### config.mk
export PLATFORM = sky130hd
export DESIGN_NAME = vga_sync_gen
export DESIGN_NICKNAME = d
export VERILOG_FILES = /design/src/rtl/vga_timing_pkg.sv /design/src/rtl/pixel_tick_div.sv /design/src/rtl/vga_sync_gen.sv
export SDC_FILE = /design/constraint.sdc
export NUM_CORES = 1
export LEC_CHECK = 0
export ABC_CLOCK_PERIOD_IN_PS = 2600
export BUFFER_PORTS_ARGS = -buffer_cell sky130_fd_sc_hd__buf_2
export CORE_UTILIZATION = 30
export DETAILED_ROUTE_END_ITERATION = 10
export GPL_ROUTABILITY_DRIVEN = 0
export PLACE_DENSITY = 0.58
export SKIP_LAST_GASP = 1
export SLEW_MARGIN = 10
export SYNTH_ARGS = -nofsm -noshare
export SYNTH_HDL_FRONTEND = slang
export SYNTH_SLANG_ARGS = --single-unit
### constraint.sdc
create_clock -name clk -period 2.6 [get_ports clk]
set_clock_uncertainty 0.05 [all_clocks]
set_input_delay 0.39 -clock clk [delete_from_list [all_inputs] [get_ports clk]]
set_output_delay 0.39 -clock clk [all_outputs]
set_load 0.01 [all_outputs]
### src/rtl/vga_timing_pkg.sv
// 640x480@60 VGA timing constants and the sync/blanking decode shared by the
// sync generator and downstream text/graphics stages.
package vga_timing_pkg;

   localparam int CNT_W = 10;
   typedef logic [CNT_W-1:0] cnt_t;

   localparam cnt_t H_DISPLAY = 10'd640;
   localparam cnt_t H_FRONT   = 10'd16;
   localparam cnt_t H_SYNC    = 10'd96;
   localparam cnt_t H_BACK    = 10'd48;
   localparam cnt_t H_TOTAL   = H_DISPLAY + H_FRONT + H_SYNC + H_BACK;

   localparam cnt_t V_DISPLAY = 10'd480;
   localparam cnt_t V_FRONT   = 10'd10;
   localparam cnt_t V_SYNC    = 10'd2;
   localparam cnt_t V_BACK    = 10'd33;
   localparam cnt_t V_TOTAL   = V_DISPLAY + V_FRONT + V_SYNC + V_BACK;

   // Both syncs are active low for this mode.
   localparam logic SYNC_ACTIVE = 1'b0;

   localparam cnt_t H_MAX        = H_TOTAL - 10'd1;
   localparam cnt_t V_MAX        = V_TOTAL - 10'd1;
   localparam cnt_t H_SYNC_START = H_DISPLAY + H_FRONT;
   localparam cnt_t H_SYNC_END   = H_SYNC_START + H_SYNC - 10'd1;
   localparam cnt_t V_SYNC_START = V_DISPLAY + V_FRONT;
   localparam cnt_t V_SYNC_END   = V_SYNC_START + V_SYNC - 10'd1;

   typedef struct packed {
      logic hsync;
      logic vsync;
      logic video_on;
   } sync_t;

   localparam sync_t SYNC_IDLE = '{hsync: ~SYNC_ACTIVE, vsync: ~SYNC_ACTIVE, video_on: 1'b0};

   function automatic sync_t sync_decode(input cnt_t px, input cnt_t py);
      sync_t s;
      s.hsync    = (px >= H_SYNC_START && px <= H_SYNC_END) ? SYNC_ACTIVE : ~SYNC_ACTIVE;
      s.vsync    = (py >= V_SYNC_START && py <= V_SYNC_END) ? SYNC_ACTIVE : ~SYNC_ACTIVE;
      s.video_on = (px < H_DISPLAY) && (py < V_DISPLAY);
      return s;
   endfunction

endpackage

### src/rtl/pixel_tick_div.sv
// Free-running clk divider; p_tick marks the last clk cycle of each pixel.
module pixel_tick_div #(
   parameter int DIV_LOG2 = 2
) (
   input  logic clk,
   input  logic rst_n,
   output logic p_tick
);

   generate
      if (DIV_LOG2 == 0) begin : g_no_div
         // Every clk is a pixel; still held low while in reset.
         assign p_tick = rst_n;
      end else begin : g_div
         logic [DIV_LOG2-1:0] div_cnt;

         always_ff @(posedge clk or negedge rst_n) begin
            if (!rst_n) begin
               div_cnt <= '0;
            end else begin
               div_cnt <= div_cnt + DIV_LOG2'(1);
            end
         end

         assign p_tick = &div_cnt;
      end
   endgenerate

endmodule

### src/rtl/vga_sync_gen.sv
// VGA raster counters with registered sync/blank outputs aligned to (x,y)
// and a one-clk frame_start pulse on the wrap to (0,0).
module vga_sync_gen
   import vga_timing_pkg::*;
#(
   parameter int DIV_LOG2 = 2
) (
   input  logic       clk,
   input  logic       rst_n,
   output logic [9:0] x,
   output logic [9:0] y,
   output logic       video_on,
   output logic       hsync,
   output logic       vsync,
   output logic       p_tick,
   output logic       frame_start
);

   cnt_t  x_next;
   cnt_t  y_next;
   sync_t sync_next;
   logic  line_end;
   logic  frame_end;

   pixel_tick_div #(
      .DIV_LOG2(DIV_LOG2)
   ) u_pixel_tick_div (
      .clk    (clk),
      .rst_n  (rst_n),
      .p_tick (p_tick)
   );

   // Sync outputs are decoded from the next position so they land on the
   // same edge as the counters and never lag (x,y).
   always_comb begin
      line_end  = (x == H_MAX);
      frame_end = line_end && (y == V_MAX);
      x_next    = line_end ? '0 : x + 10'd1;
      y_next    = y;
      if (line_end) begin
         y_next = (y == V_MAX) ? '0 : y + 10'd1;
      end
      sync_next = sync_decode(x_next, y_next);
   end

   always_ff @(posedge clk or negedge rst_n) begin
      if (!rst_n) begin
         x           <= '0;
         y           <= '0;
         hsync       <= SYNC_IDLE.hsync;
         vsync       <= SYNC_IDLE.vsync;
         video_on    <= SYNC_IDLE.video_on;
         frame_start <= 1'b0;
      end else begin
         frame_start <= p_tick && frame_end;
         if (p_tick) begin
            x        <= x_next;
            y        <= y_next;
            hsync    <= sync_next.hsync;
            vsync    <= sync_next.vsync;
            video_on <= sync_next.video_on;
         end
      end
   end

endmodule

==> flow_summary_export.csv, run 1 <==
group,metric,value,unit
flow_run,drv_cap,0,
die,core-area,0.00524,mm^2
clock_tree,post_cts_resized,0,
power_and_ir_drop,p_leak,0.841,nW
drt,final_antenna_net_count,0,
finish,fin_nets,226,
setup_path,cp-end-kind,"flip-flop",
setup_path,critPathKind,"reg -> reg",
logic_synthesis,synth_mux_area_share,1.87,%
logic_synthesis,synth_simple_gate_area_share,26.0,%
run_status,status,"finished clean",
clock_tree,cts_tree,"built",
sta,tightest_slew,0.586,ns
setup_path,critical_path_arrival,2.61,ns
clock_tree,insertion_delay,0.28,ns
logic_synthesis,yosysWarnings,0,
power_and_ir_drop,worst_ir_drop_vdd,0.000222,V
sta,rsz0062_at_grt,"no",
finish,area_growth,18.4,%
finish,most-common-layout-cells,"buf_2 (26), dfrtp_1 (24), nand2_1 (21)",
drt,vias,1513,
sta,setup_tns,0,ns
grt,grt-ovfl-total,0,
logic_synthesis,synth_enable_flop_cells,0,
logic_synthesis,synth_xor_area_share,4.70,%
power_and_ir_drop,cellPowerDensity,383,mW/mm^2
finish,layout-drive-gt1-share,24.8,%
grt,grt_pass1_vias,1426,
drt,routed_wl,4010,um
logic_synthesis,syn-num-nets,197,
setup_path,crit_fanout,8,
clock_tree,postCtsHoldBufs,0,
clock_tree,postCtsSetupBuffers,0,
clock_tree,clkSlewWorstSetupHoldPaths,0.10,ns
logic_synthesis,syn_avg_cell_area,8.82,um^2
die,dieWidth,76.8,um
logic_synthesis,synth_compound_area_share,19.4,%
drt,vias_per_cell,5.25,
clock_tree,clock_path_buffers,2,
grt,antenna_found_initial,0,
sta,setup_slack,0.151,ns
drt,drc,0,
grt,grt_max_degree,27,
logic_synthesis,synth_top_family_by_area,"simple AND/OR/NAND/NOR gates",
sta,drv_slew,0,
logic_synthesis,synth_cells,190,
clock_tree,cts_buffers,3,
logic_synthesis,ys_seq_elements,26,
die,num_rows,26,
grt,grt.total_usage,14.8,%
min_path,hp-class,"in -> async",
die,die_h,76.8,um
clock_tree,h-tree-depth,1,
logic_synthesis,synth_cell_types,56,
drt,wl_per_cell,13.9,um
die,start_util,32.0,%
logic_synthesis,synth-main-ff-cell,"dfrtp_1",
sta,relSlewSlack,61.0,%
finish,final_common_cell,"buf_2",
sta,setup_viol,0,
logic_synthesis,async_reset_ff_share,100,%
finish,diodes,0,
sta,hold_viol_final,0,
clock_tree,root_buffer,"clkbuf_8",
die,ios,27,
setup_path,cp.required,2.76,ns
logic_synthesis,synth_fa_ha_area_share,3.73,%
finish,final_util,37.9,%
sta,fmax,0.408,GHz
place,dpl.hpwl,2890,um
logic_synthesis,syn_area,0.00168,mm^2
grt,grt_pass1_wl,7130,um
die,die_area,0.00589,mm^2
drt,drtIter0Drc,77,
sta,period_share,94.2,%
place,pre_cts_ws,0.212,ns
sta,finalCriticalPeriod,2.45,ns
setup_path,cp-start-kind,"flip-flop",
clock_tree,clock_sinks,26,
place,io_buffers,26,
drt,dr.pass1.iters,4,
logic_synthesis,ys_seq_area_share,39.0,%
-- final timing paths --
kind                                              startpoint                                 to  slack [ns]  cells past startpoint
min in group clk           u_pixel_tick_div.g_div.div_cnt[0]  u_pixel_tick_div.g_div.div_cnt[0]        0.39                      1
max in group asynchronous                              rst_n                               y[5]        2.07                      1
max reg2reg                                             x[1]                              vsync        0.15                      7
max                                                     x[1]                              vsync        0.15                      7
min                                                    rst_n                               y[7]        0.05                      1
min reg2reg                u_pixel_tick_div.g_div.div_cnt[0]  u_pixel_tick_div.g_div.div_cnt[0]        0.39                      1
-- Yosys cell counts, drive strengths merged (3+ instances only) --
master  instances  share of area, %
o211ai          3               1.3
clkbuf          9               2.1
nor3            8               2.7
ha              5               3.7
nand2          21               4.7
o31ai           3               1.3
a21oi           9               2.7
a31oi           4               1.5
xnor2           7               3.7
and3            3               1.1
nor2           15               3.8
o21ai          13               3.9
inv             9               2.0
buf             3               1.3
nand3          10               3.0
nand4           6               3.5
dfrtp          24                36
-- per-layer routing --
metal | vias up | part of all wire, % | global-route usage, %
li1 | 751 | - | -
met1 | 732 | 50 | 21.2
met2 | 25 | 44 | 22.2
met3 | 5 | 3.7 | 1.90
met4 | 0 | 1.4 | 5.58
met5 | - | 0 | 0
-- kinds of logic after synthesis --
group | count (synthesis)
muxes | 3
and+or+nand+nor | 77
DFF | 26
xor gates and xnor gates | 9
adders and majority gates | 5
buffers and inverters | 21
AOI/OAI and AO/OA | 49
-- registers in the layout (all words and copies together), names as in the netlist --
name	flops
vsync	1
x	10
u_pixel_tick_div.g_div.div_cnt	2
video_on	1
frame_start	1
hsync	1
y	10
-- metrics by stage --
step / cell area (um^2) / total power (W) / cells / hold WS (ns)
2_1_floorplan: 1680 / 0.000412 / 190 / 0.0444
3_3_place_gp: 1910 / 0.000421 / 284 / 0.365
3_5_place_dp: 1910 / 0.000421 / 284 / 0.373
4_1_cts: 1980 / 0.000772 / 288 / 0.0713
5_1_grt: 1980 / 0.000788 / 288 / 0.0916
6_report: 1980 / 0.000760 / 288 / 0.0491
-- final cells by class --
| type | instances | area [um^2] |
|---|---|---|
| fillers | 540 | 3250 |
| repair buffers | 36 | 205 |
| inverters | 9 | 33.8 |
| flip-flops and latches | 26 | 653 |
| clock inverters | 1 | 30.0 |
| well taps | 70 | 87.6 |
| multi-input cells | 143 | 933 |
| clock buffers | 3 | 41.3 |
-- critical path: stages, from the launching register on --
cell     delay (ns)
dfrtp_1        0.43
ha_1           0.29
nand4_4        0.18
or4_4          0.60
nor3_2         0.21
o22a_2         0.18
nand4_2        0.09
o32a_1         0.36
-- report_power, final --
group	switching, W	leakage [nW]	internal (W)
clock	0.000141	0.0357	0.000206
sequential	0	0.337	0.000404
combinational	0.00000764	0.469	0.000000538
Note: power is estimated with default switching activity, not from simulation.
==> run 2, diff against run 1 <==
- CELL_PAD_IN_SITES_DETAIL_PLACEMENT: unset -> 1
- CELL_PAD_IN_SITES_GLOBAL_PLACEMENT: unset -> 1
- PLACE_DENSITY: 0.58 -> 0.69
==> flow_summary_export.csv, run 2 (synthesis results as in run 1) <==
group,metric,value,unit
run_status,status,"finished clean",
setup_path,critical_path_arrival,2.63,ns
power_and_ir_drop,p_leak,0.841,nW
place,pre_cts_ws,0.169,ns
finish,ff_latch_area,653,um^2
die,die_h,76.8,um
setup_path,crit_fanout,8,
power_and_ir_drop,power_frac_clock,37.2,%
clock_tree,cts_buffers,3,
min_path,hp-class,"in -> async",
grt,grtUsageMet3,1.67,%
grt,met1_usage,22.8,%
clock_tree,post_cts_resized,0,
power_and_ir_drop,pwr-share-comb,1.4,%
setup_path,cp-end-kind,"flip-flop",
finish,reg_top3,"x: 10 flops, y: 10 flops, u_pixel_tick_div.g_div.div_cnt: 2 flops",
clock_tree,clkSlewWorstSetupHoldPaths,0.10,ns
setup_path,cp-start-kind,"flip-flop",
sta,hold_viol_final,0,
finish,diodes,0,
power_and_ir_drop,p_seq_share,61.4,%
grt,use_met2,25.7,%
grt,grt_max_degree,27,
clock_tree,clock_path_buffers,2,
clock_tree,postCtsHoldBufs,0,
grt,grt.total_usage,16.4,%
sta,relSlewSlack,57.1,%
grt,grt-ovfl-total,0,
sta,setup_viol,0,
finish,area_growth,17.9,%
power_and_ir_drop,power_switching,0.000149,W
sta,setup_tns,0,ns
drt,final_antenna_net_count,0,
place,placed_cell_area,0.00194,mm^2
power_and_ir_drop,p_int,0.000509,W
power_and_ir_drop,p_total,0.000658,W
clock_tree,cts_tree,"built",
setup_path,cp.required,2.76,ns
power_and_ir_drop,switching_share,22.6,%
sta,period_share,94.9,%
flow_run,drv_cap,0,
finish,fin_nets,229,
drt,routed_wl,4440,um
setup_path,rrSetupSlack,0.13,ns
die,core-area,0.00524,mm^2
die,dieWidth,76.8,um
finish,multi_input_area,933,um^2
finish,most-common-layout-cells,"buf_2 (26), dfrtp_1 (24), nand2_1 (21)",
clock_tree,root_buffer,"clkbuf_8",
finish,fill_cells,639,
sta,drv_slew,0,
drt,vias,1536,
finish,fin_area,0.00198,mm^2
power_and_ir_drop,cellPowerDensity,333,mW/mm^2
clock_tree,insertion_delay,0.28,ns
die,num_rows,26,
finish,layout-drive-gt1-share,25.5,%
sta,rsz0062_at_grt,"no",
sta,setup_slack,0.132,ns
grt,grt_pass1_vias,1578,
die,ios,27,
power_and_ir_drop,worst_ir_drop_vdd,0.000165,V
clock_tree,h-tree-depth,1,
sta,fmax,0.405,GHz
grt,grt_pass1_wl,7820,um
place,dpl.hpwl,3310,um
drt,vias_per_cell,5.30,
setup_path,critPathKind,"reg -> reg",
die,die_area,0.00589,mm^2
drt,wl_per_cell,15.3,um
clock_tree,postCtsSetupBuffers,0,
die,start_util,32.0,%
grt,busiest_layer,"met2",
finish,final_common_cell,"buf_2",
drt,drc,0,
sta,finalCriticalPeriod,2.47,ns
clock_tree,clock_sinks,26,
drt,drtIter0Drc,75,
drt,dr.pass1.iters,4,
sta,tightest_slew,0.643,ns
place,io_buffers,26,
grt,antenna_found_initial,0,
-- run 2: changes by cell type in the layout (fill, tap and decap cells not counted) --
cell       before  now
buf_4          10   13
bufinv_16       1    0
-- run 2: cell type report --
| cell class | instances | area share (%) |
|---|---|---|
| clock buffer | 3 | 2.09 |
| inverter | 9 | 1.71 |
| multi-input combinational | 143 | 47.2 |
| sequential | 26 | 33.0 |
| tap | 70 | 4.43 |
| timing repair buffer | 39 | 11.5 |
-- run 2: per-layer routing --
layer  routed length [um]  part of all wire (%)
met4                   74                   1.7
met2                 2030                    46
met3                   76                   1.7
met5                    0                     0
met1                 2260                    51
-- run 2: through the flow --
stage	cells	hold slack, ns	util [%]
2_1_floorplan	190	0.0444	-
3_3_place_gp	287	0.364	37.0
3_5_place_dp	287	0.368	37.0
4_1_cts	290	0.0821	37.7
5_1_grt	290	0.110	37.7
6_report	290	0.0726	37.7
-- run 2: worst paths after layout --
path                                              startpoint                                 to  depth (start not counted)
min                                                    rst_n                               y[0]                          1
max reg2reg                                             x[1]                              vsync                          7
max                                                     x[1]                              vsync                          7
min reg2reg                u_pixel_tick_div.g_div.div_cnt[0]  u_pixel_tick_div.g_div.div_cnt[0]                          1
min in group clk           u_pixel_tick_div.g_div.div_cnt[0]  u_pixel_tick_div.g_div.div_cnt[0]                          1
max in group asynchronous                              rst_n                               x[6]                          1
-- run 2: worst max-delay path: stages (launching register included) --
cell and delay (ns):
dfrtp_1 0.43, ha_1 0.28, nand4_4 0.18, or4_4 0.61, nor3_2 0.22, o22a_2 0.18, nand4_2 0.08, o32a_1 0.37
-- run 2: power by group through the flow --
| stage | clock network, W | logic [W] | registers, W |
|---|---|---|---|
| finish | 0.000245 | 0.00000892 | 0.000404 |
| global route | 0.000259 | 0.0000105 | 0.000404 |
| CTS | 0.000254 | 0.00000951 | 0.000404 |
| detailed placement | 0 | 0.00000967 | 0.000412 |
| global placement | 0 | 0.00000915 | 0.000412 |
| floorplan | 0 | 0.000000000318 | 0.000412 |
